$ cat src/rtl/matrix_pkg.sv
// -----------------------------------------------------------------------------
// matrix_pkg
// Shared definitions for the matrix-multiply datapath blocks.
//   MATRIX_MEM_WIDTH_DEFAULT : default element width (two's complement)
//   NUM_LANES                : number of multiplier lanes feeding a beat
//   acc_state_t              : result accumulator control states
//   add_overflow()           : signed-add overflow from operand/result signs
// -----------------------------------------------------------------------------
package matrix_pkg;

    localparam int MATRIX_MEM_WIDTH_DEFAULT = 32;
    localparam int NUM_LANES                = 4;

    typedef enum logic [1:0] {
        IDLE  = 2'd0,
        ACCUM = 2'd1,
        DONE  = 2'd2
    } acc_state_t;

    // Two's complement addition overflows only when both operands share a
    // sign and the wrapped result has the opposite sign.
    function automatic logic add_overflow(input logic a_sign,
                                          input logic b_sign,
                                          input logic sum_sign);
        return (a_sign == b_sign) && (sum_sign != a_sign);
    endfunction

endpackage

$ cat src/rtl/lane_adder_tree.sv
// -----------------------------------------------------------------------------
// lane_adder_tree
// Masks the lane products and sums them in a pairwise tree
// ((lane0+lane1) + (lane2+lane3)), registering the wrapped sum and a flag that
// is set if any adder node overflowed. One cycle of latency.
// Ports:
//   clk, rst     : clock, asynchronous active-high reset
//   i_valid      : lane data valid this cycle
//   i_mask       : bit i set = lane i contributes, otherwise it adds 0
//   i_lane       : lane products
//   o_valid      : registered i_valid
//   o_sum        : registered masked lane sum (wraps mod 2^WIDTH)
//   o_overflow   : registered signed-overflow flag for this sum
// -----------------------------------------------------------------------------
module lane_adder_tree
    import matrix_pkg::*;
#(
    parameter int WIDTH = MATRIX_MEM_WIDTH_DEFAULT
) (
    input  logic                 clk,
    input  logic                 rst,
    input  logic                 i_valid,
    input  logic [NUM_LANES-1:0] i_mask,
    input  logic [WIDTH-1:0]     i_lane [NUM_LANES],
    output logic                 o_valid,
    output logic [WIDTH-1:0]     o_sum,
    output logic                 o_overflow
);

    logic [WIDTH-1:0] w_masked   [NUM_LANES];
    logic [WIDTH-1:0] w_pair     [NUM_LANES/2];
    logic             w_pair_ovf [NUM_LANES/2];
    logic [WIDTH-1:0] w_total;
    logic             w_total_ovf;

    logic             r_valid;
    logic [WIDTH-1:0] r_sum;
    logic             r_overflow;

    for (genvar gi = 0; gi < NUM_LANES; gi++) begin : g_mask
        assign w_masked[gi] = i_mask[gi] ? i_lane[gi] : '0;
    end

    for (genvar gi = 0; gi < NUM_LANES/2; gi++) begin : g_pair
        assign w_pair[gi]     = w_masked[2*gi] + w_masked[2*gi+1];
        assign w_pair_ovf[gi] = add_overflow(w_masked[2*gi][WIDTH-1],
                                             w_masked[2*gi+1][WIDTH-1],
                                             w_pair[gi][WIDTH-1]);
    end

    // Final node of the four-lane tree.
    assign w_total     = w_pair[0] + w_pair[1];
    assign w_total_ovf = w_pair_ovf[0] || w_pair_ovf[1] ||
                         add_overflow(w_pair[0][WIDTH-1], w_pair[1][WIDTH-1],
                                      w_total[WIDTH-1]);

    always_ff @(posedge clk or posedge rst) begin
        if (rst) begin
            r_valid    <= 1'b0;
            r_sum      <= '0;
            r_overflow <= 1'b0;
        end else begin
            r_valid <= i_valid;
            if (i_valid) begin
                r_sum      <= w_total;
                r_overflow <= w_total_ovf;
            end
        end
    end

    assign o_valid    = r_valid;
    assign o_sum      = r_sum;
    assign o_overflow = r_overflow;

endmodule

$ cat src/rtl/result_accumulator.sv
// -----------------------------------------------------------------------------
// result_accumulator
// Consumes four lane products per beat, sums the enabled lanes (stage 1),
// accumulates the dot product for one C element (stage 2) and writes each
// finished element to C memory in row-major order.
// Ports:
//   clk, rst              : clock, asynchronous active-high reset
//   start                 : one-cycle pulse arming a new matrix (IDLE/DONE only)
//   beat_valid, beat_last : beat strobe, final beat of the current element
//   lane_mask             : per-lane contribute enables
//   mult_1_out..mult_4_out: lane products
//   acc_ready             : high only in ACCUM; beats accepted only then
//   wr_en_c               : one-cycle C memory write strobe per element
//   wr_address_c          : C write address (holds when wr_en_c is low)
//   write_data_c          : finished element (holds when wr_en_c is low)
//   done_c                : level, all elements written
//   overflow_c            : sticky signed overflow in lane sum or accumulate
//   protocol_err          : sticky, beat_valid seen while acc_ready low
// -----------------------------------------------------------------------------
module result_accumulator
    import matrix_pkg::*;
#(
    parameter  int MATRIX_C_ROWS      = 8,
    parameter  int MATRIX_C_COLUMNS   = 8,
    parameter  int MATRIX_C_MEM_DEPTH = 64,
    parameter  int MATRIX_MEM_WIDTH   = MATRIX_MEM_WIDTH_DEFAULT,
    localparam int ADDR_W = $clog2(MATRIX_C_MEM_DEPTH),
    localparam int ROW_W  = (MATRIX_C_ROWS > 1) ? $clog2(MATRIX_C_ROWS) : 1,
    localparam int COL_W  = (MATRIX_C_COLUMNS > 1) ? $clog2(MATRIX_C_COLUMNS) : 1
) (
    input  logic                        clk,
    input  logic                        rst,
    input  logic                        start,
    input  logic                        beat_valid,
    input  logic                        beat_last,
    input  logic [NUM_LANES-1:0]        lane_mask,
    input  logic [MATRIX_MEM_WIDTH-1:0] mult_1_out,
    input  logic [MATRIX_MEM_WIDTH-1:0] mult_2_out,
    input  logic [MATRIX_MEM_WIDTH-1:0] mult_3_out,
    input  logic [MATRIX_MEM_WIDTH-1:0] mult_4_out,
    output logic                        acc_ready,
    output logic                        wr_en_c,
    output logic [ADDR_W-1:0]           wr_address_c,
    output logic [MATRIX_MEM_WIDTH-1:0] write_data_c,
    output logic                        done_c,
    output logic                        overflow_c,
    output logic                        protocol_err
);

    acc_state_t                  r_state;
    logic                        r_s1_last;
    logic [MATRIX_MEM_WIDTH-1:0] r_acc;
    logic [ROW_W-1:0]            r_row;
    logic [COL_W-1:0]            r_col;
    logic [ADDR_W-1:0]           r_addr;
    logic                        r_wr_en;
    logic [ADDR_W-1:0]           r_wr_addr;
    logic [MATRIX_MEM_WIDTH-1:0] r_wr_data;
    logic                        r_done;
    logic                        r_overflow;
    logic                        r_protocol_err;

    logic [MATRIX_MEM_WIDTH-1:0] w_lane [NUM_LANES];
    logic                        w_acc_ready;
    logic                        w_accept;
    logic                        w_arm;
    logic                        w_s1_valid;
    logic [MATRIX_MEM_WIDTH-1:0] w_s1_sum;
    logic                        w_s1_ovf;
    logic [MATRIX_MEM_WIDTH-1:0] w_acc_sum;
    logic                        w_acc_ovf;
    logic                        w_last_elem;

    assign w_lane[0] = mult_1_out;
    assign w_lane[1] = mult_2_out;
    assign w_lane[2] = mult_3_out;
    assign w_lane[3] = mult_4_out;

    assign w_acc_ready = (r_state == ACCUM);
    assign w_accept    = beat_valid && w_acc_ready;
    // start is only honoured outside ACCUM.
    assign w_arm       = start && (r_state != ACCUM);

    lane_adder_tree #(
        .WIDTH (MATRIX_MEM_WIDTH)
    ) u_lane_adder_tree (
        .clk        (clk),
        .rst        (rst),
        .i_valid    (w_accept),
        .i_mask     (lane_mask),
        .i_lane     (w_lane),
        .o_valid    (w_s1_valid),
        .o_sum      (w_s1_sum),
        .o_overflow (w_s1_ovf)
    );

    assign w_acc_sum = r_acc + w_s1_sum;
    assign w_acc_ovf = add_overflow(r_acc[MATRIX_MEM_WIDTH-1],
                                    w_s1_sum[MATRIX_MEM_WIDTH-1],
                                    w_acc_sum[MATRIX_MEM_WIDTH-1]);

    // Element currently being written is the bottom-right corner of C.
    assign w_last_elem = (r_row == ROW_W'(MATRIX_C_ROWS - 1)) &&
                         (r_col == COL_W'(MATRIX_C_COLUMNS - 1));

    always_ff @(posedge clk or posedge rst) begin
        if (rst) begin
            r_state        <= IDLE;
            r_s1_last      <= 1'b0;
            r_acc          <= '0;
            r_row          <= '0;
            r_col          <= '0;
            r_addr         <= '0;
            r_wr_en        <= 1'b0;
            r_wr_addr      <= '0;
            r_wr_data      <= '0;
            r_done         <= 1'b0;
            r_overflow     <= 1'b0;
            r_protocol_err <= 1'b0;
        end else begin
            r_wr_en   <= 1'b0;
            r_s1_last <= w_accept && beat_last;

            // Stage 2 runs regardless of state so in-flight beats finish.
            if (w_s1_valid) begin
                if (w_s1_ovf || w_acc_ovf) begin
                    r_overflow <= 1'b1;
                end
                if (r_s1_last) begin
                    r_wr_en   <= 1'b1;
                    r_wr_addr <= r_addr;
                    r_wr_data <= w_acc_sum;
                    // Clearing here keeps a back-to-back beat from inheriting
                    // the finished element's sum.
                    r_acc     <= '0;
                    if (r_col == COL_W'(MATRIX_C_COLUMNS - 1)) begin
                        r_col <= '0;
                        r_row <= (r_row == ROW_W'(MATRIX_C_ROWS - 1)) ? '0 : r_row + 1'b1;
                    end else begin
                        r_col <= r_col + 1'b1;
                    end
                    r_addr <= w_last_elem ? '0 : r_addr + 1'b1;
                end else begin
                    r_acc <= w_acc_sum;
                end
            end

            if (beat_valid && !w_acc_ready) begin
                r_protocol_err <= 1'b1;
            end

            case (r_state)
                IDLE: begin
                    if (start) begin
                        r_state <= ACCUM;
                    end
                end
                ACCUM: begin
                    if (w_s1_valid && r_s1_last && w_last_elem) begin
                        r_state <= DONE;
                    end
                end
                DONE: begin
                    r_done <= 1'b1;
                    if (start) begin
                        r_state <= ACCUM;
                    end
                end
                default: r_state <= IDLE;
            endcase

            // Arming a new matrix overrides any update made above.
            if (w_arm) begin
                r_acc          <= '0;
                r_row          <= '0;
                r_col          <= '0;
                r_addr         <= '0;
                r_done         <= 1'b0;
                r_overflow     <= 1'b0;
                r_protocol_err <= 1'b0;
            end
        end
    end

    assign acc_ready    = w_acc_ready;
    assign wr_en_c      = r_wr_en;
    assign wr_address_c = r_wr_addr;
    assign write_data_c = r_wr_data;
    assign done_c       = r_done;
    assign overflow_c   = r_overflow;
    assign protocol_err = r_protocol_err;

endmodule

$ cat config.mk
export PLATFORM = sky130hd
export DESIGN_NAME = result_accumulator
export DESIGN_NICKNAME = d
export VERILOG_FILES = /design/src/rtl/matrix_pkg.sv /design/src/rtl/lane_adder_tree.sv /design/src/rtl/result_accumulator.sv
export SDC_FILE = /design/constraint.sdc
export NUM_CORES = 1
export LEC_CHECK = 0
export CELL_PAD_IN_SITES_DETAIL_PLACEMENT = 2
export CELL_PAD_IN_SITES_GLOBAL_PLACEMENT = 2
export CORE_UTILIZATION = 33
export CTS_CLUSTER_DIAMETER = 100
export CTS_CLUSTER_SIZE = 28
export DETAILED_ROUTE_END_ITERATION = 6
export GPL_TIMING_DRIVEN = 1
export HOLD_SLACK_MARGIN = 0.15
export PLACE_DENSITY = 0.83
export SETUP_SLACK_MARGIN = 0.3
export SLEW_MARGIN = 10
export SYNTH_ARGS = -nofsm -noshare
export SYNTH_HDL_FRONTEND = slang
export SYNTH_SLANG_ARGS = --single-unit
$ cat constraint.sdc
create_clock -name clk -period 6 [get_ports clk]
set_clock_uncertainty 0.2 [all_clocks]
set_input_delay 1.2 -clock clk [delete_from_list [all_inputs] [get_ports clk]]
set_output_delay 1.2 -clock clk [all_outputs]
set_load 0.005 [all_outputs]
==> flow_summary_export.csv <==
group,metric,value,unit
timing,slew_violations,0,
clock_tree,cts_buffers,17,
placed_design,placed_area,15630,µm²
global_route,grt_use_met1,0.4799,
placed_design,gp_congestion,0.8927,
routing,drc,2,
timing,whs,0.2832,ns
floorplanning,dieArea,36070,µm²
synthesis,synthFlopType,"dfrtp_1",
critical_path,critPathKind,"input port to flop",
power,clock_power_share,0.148,
floorplanning,coreArea,34630,µm²
floorplanning,die_width,189.9,µm
synthesis,ys_warn_count,0,
global_route,use_met2,0.7047,
critical_path,cp-end-kind,"flop",
synthesis,ys_seq_area_frac,0.2641,
synthesis,synthCells,1415,
finish,postLayoutCellArea,18900,µm²
routing,wire_per_inst,39.24,µm
worst_hold_path,hold_class,"flop to flop",
synthesis,ys_ff_latch,123,
global_route,grt_pass1_wl,109600,µm
power,p_sw,3.724,mW
routing,drtIter0Drc,1631,
routing,num_vias,16090,
power,power_frac_seq,0.211,
outcome,violations,"design-rule violations, negative setup slack",
finish,syn_to_final_growth,62.22,%
job,maxCapViolations,0,
clock_tree,cts.sinks,123,
floorplanning,row_count,68,
clock_tree,cts_hold_buf,0,
timing,period_needed,6.836,ns
power,p_leak,8.869,nW
clock_tree,cts_tree,"built",
finish,nNetsFinal,2157,
power,powerDensity,389.3,nW/µm²
synthesis,syn-cell-area,11650,µm²
synthesis,yosysMostFrequentCell,"nand2_1",
outcome,outcome,"finished, violations left",
critical_path,slowest_stage,"clkdlybuf4s50_1",
timing,hold_violations,0,
clock_tree,cts_max_level,4,
critical_path,worstPathArrival,6.95,ns
power,ir_drop,0.0003240,V
global_route,grt_util_met3,0.05829,
synthesis,syn-num-nets,1685,
global_route,antenna_found_initial,4,
synthesis,synth_edf_count,0,
placed_design,port_buffers,179,
synthesis,async_reset_ff_frac,1.000,
global_route,grt_start_max_net_pins,63,
critical_path,worst_ep_required_time,6.11,ns
placed_design,pre_cts_slack,-1.351,ns
timing,fin_ws,-0.8357,ns
timing,fin_crit_sh,1.139,
finish,drive_above_1_share,0.3442,
timing,maxSlewHeadroom,0.3104,
global_route,grt_most_used_layer,"met2",
timing,tightestPinTransition,1.032,ns
routing,routed_wl,92600,µm
clock_tree,cts_root_buf,"clkbuf_16",
global_route,grt_pass1_vias,16310,
floorplanning,io_pins,180,
power,pwr-share-comb,0.641,
synthesis,synth.avg_cell_area,8.236,µm²
clock_tree,cts.path.max_buffers,2,
critical_path,max_stage_delay,0.48,ns
power,switching_share,0.5060,
routing,ant_nets,0,
routing,first_pass_iters,7,
placed_design,dp_hpwl,40570,µm
clock_tree,clkSlewWorstSetupHoldPaths,0.07,ns
global_route,grt-ovfl-total,0,
clock_tree,worstSkewPairLatency,0.45,ns
global_route,grt_use_total,0.4057,
critical_path,start_kind,"input port",
synthesis,yosys.cell_types.count,69,
timing,fmax,146.3,MHz
floorplanning,fp.dieH,189.9,µm
synthesis,synth_top_cell_area_share,0.2641,
timing,setup_viol,19,
synthesis,yosysTopAreaCell,"dfrtp_1",
synthesis,yosys-top-cells-count,"nand2_1, and2_1, ha_1",
power,cell_internal_pwr,3.635,mW
timing,rsz0062_at_grt,"true",
critical_path,worstPathMaxFanout,3,
synthesis,yosys-top-cells-area,"dfrtp_1, ha_1, and2_1",
floorplanning,start_util,0.3365,
routing,vias_per_cell,6.817,
## power by group through the flow
| stage | Sequential (mW) | Clock [mW] | Combinational [mW] |
|---|---|---|---|
| global route | 1.55 | 1.10 | 4.75 |
| finish | 1.55 | 1.09 | 4.72 |
| CTS | 1.41 | 1.04 | 3.53 |
| floorplan | 1.33 | 0 | 1.95 |
| global placement | 1.39 | 0 | 2.94 |
| detailed placement | 1.41 | 0 | 3.21 |
## worst max-delay path: cells and delay by family
family                   cells  cell delay (ns)
AND/OR/NAND/NOR              6             1.01
buffers and inverters        4             0.93
adder cells (fa/ha/maj)      3             0.78
AO/OA/AOI/OAI               11             2.78
XOR/XNOR                     1             0.22
## through the flow
step           TNS, ns    util  total power [mW]  instances
4_1_cts              0  0.5129             5.982       2316
3_3_place_gp    -5.121  0.4514             4.322       2230
5_1_grt         -6.265  0.5457             7.398       2357
6_report        -7.038  0.5459             7.360       2360
3_5_place_dp    -15.04  0.4514             4.622       2230
2_1_floorplan        0       -             3.276       1415
## layer usage
metal	vias up	part of all wire
li1	6028	-
met1	7922	0.37
met3	633	0.10
met5	-	0
met2	1505	0.44
met4	0	0.094
## registers in the layout, indices dropped and copies added, names as in the netlist, 2 cells and up
register                 cells
r_state                      2
wr_address_c                 6
u_lane_adder_tree.o_sum     32
write_data_c                32
r_addr                       6
r_row                        3
r_col                        3
r_acc                       32
## logic make-up after synthesis
group | count (synthesis) | share of synthesized area
compound gates | 412 | 0.2338
buf+inv | 79 | 0.02609
xor+xnor | 106 | 0.07966
flops | 123 | 0.2641
simple gates | 549 | 0.2387
mux | 12 | 0.01138
fa+ha+maj | 134 | 0.1462
## worst paths after layout
kind / end / startpoint / cells after the start / slack [ns]
worst max-delay path: u_lane_adder_tree.o_overflow$_DFFE_PP0P_ / mult_3_out[11] / 25 / -0.84
worst min register to register: write_data_c[22]$_DFFE_PP0P_ / write_data_c[22]$_DFFE_PP0P_ / 2 / 0.28
min in group asynchronous: r_acc[10]$_DFFE_PP0P_ / rst / 2 / 1.11
max in group asynchronous: write_data_c[31]$_DFFE_PP0P_ / rst / 3 / 3.39
worst max register to register: r_acc[28]$_DFFE_PP0P_ / u_lane_adder_tree.o_sum[8]$_DFFE_PP0P_ / 11 / 1.49
worst min-delay path: write_data_c[22]$_DFFE_PP0P_ / write_data_c[22]$_DFFE_PP0P_ / 2 / 0.28
## layout by cell type (no fill, tap or decap), types with 53 or more instances in the layout
master | netlist | final
buf_4 | 0 | 277
ha_1 | 129 | 83
clkdlybuf4s50_1 | 0 | 135
and2_4 | 1 | 53
nand2_1 | 192 | 178
a21o_1 | 54 | 54
a21oi_1 | 113 | 74
xnor2_1 | 75 | 64
dfrtp_1 | 123 | 123
and2_1 | 131 | 79
nor2_1 | 69 | 61
## repair_timing
action / in CTS / in global routing
pin swaps: 131 / 99
setup buffers: 50 / 39
gates resized for setup: 300 / 173
gates cloned: 4 / 0
setup endpoints to repair: 18 / 19
## layout make-up
class                      instances  area, µm²
clock buffer                      20      466.7
inverter                          36      137.6
timing repair buffer             496       4405
fill                            3530      15720
tap                              455      569.3
multi-input combinational       1213      10120
antenna                            5      12.51
sequential                       123       3078
clock inverter                    12      113.9
Note: power is estimated with default switching activity, not from simulation.
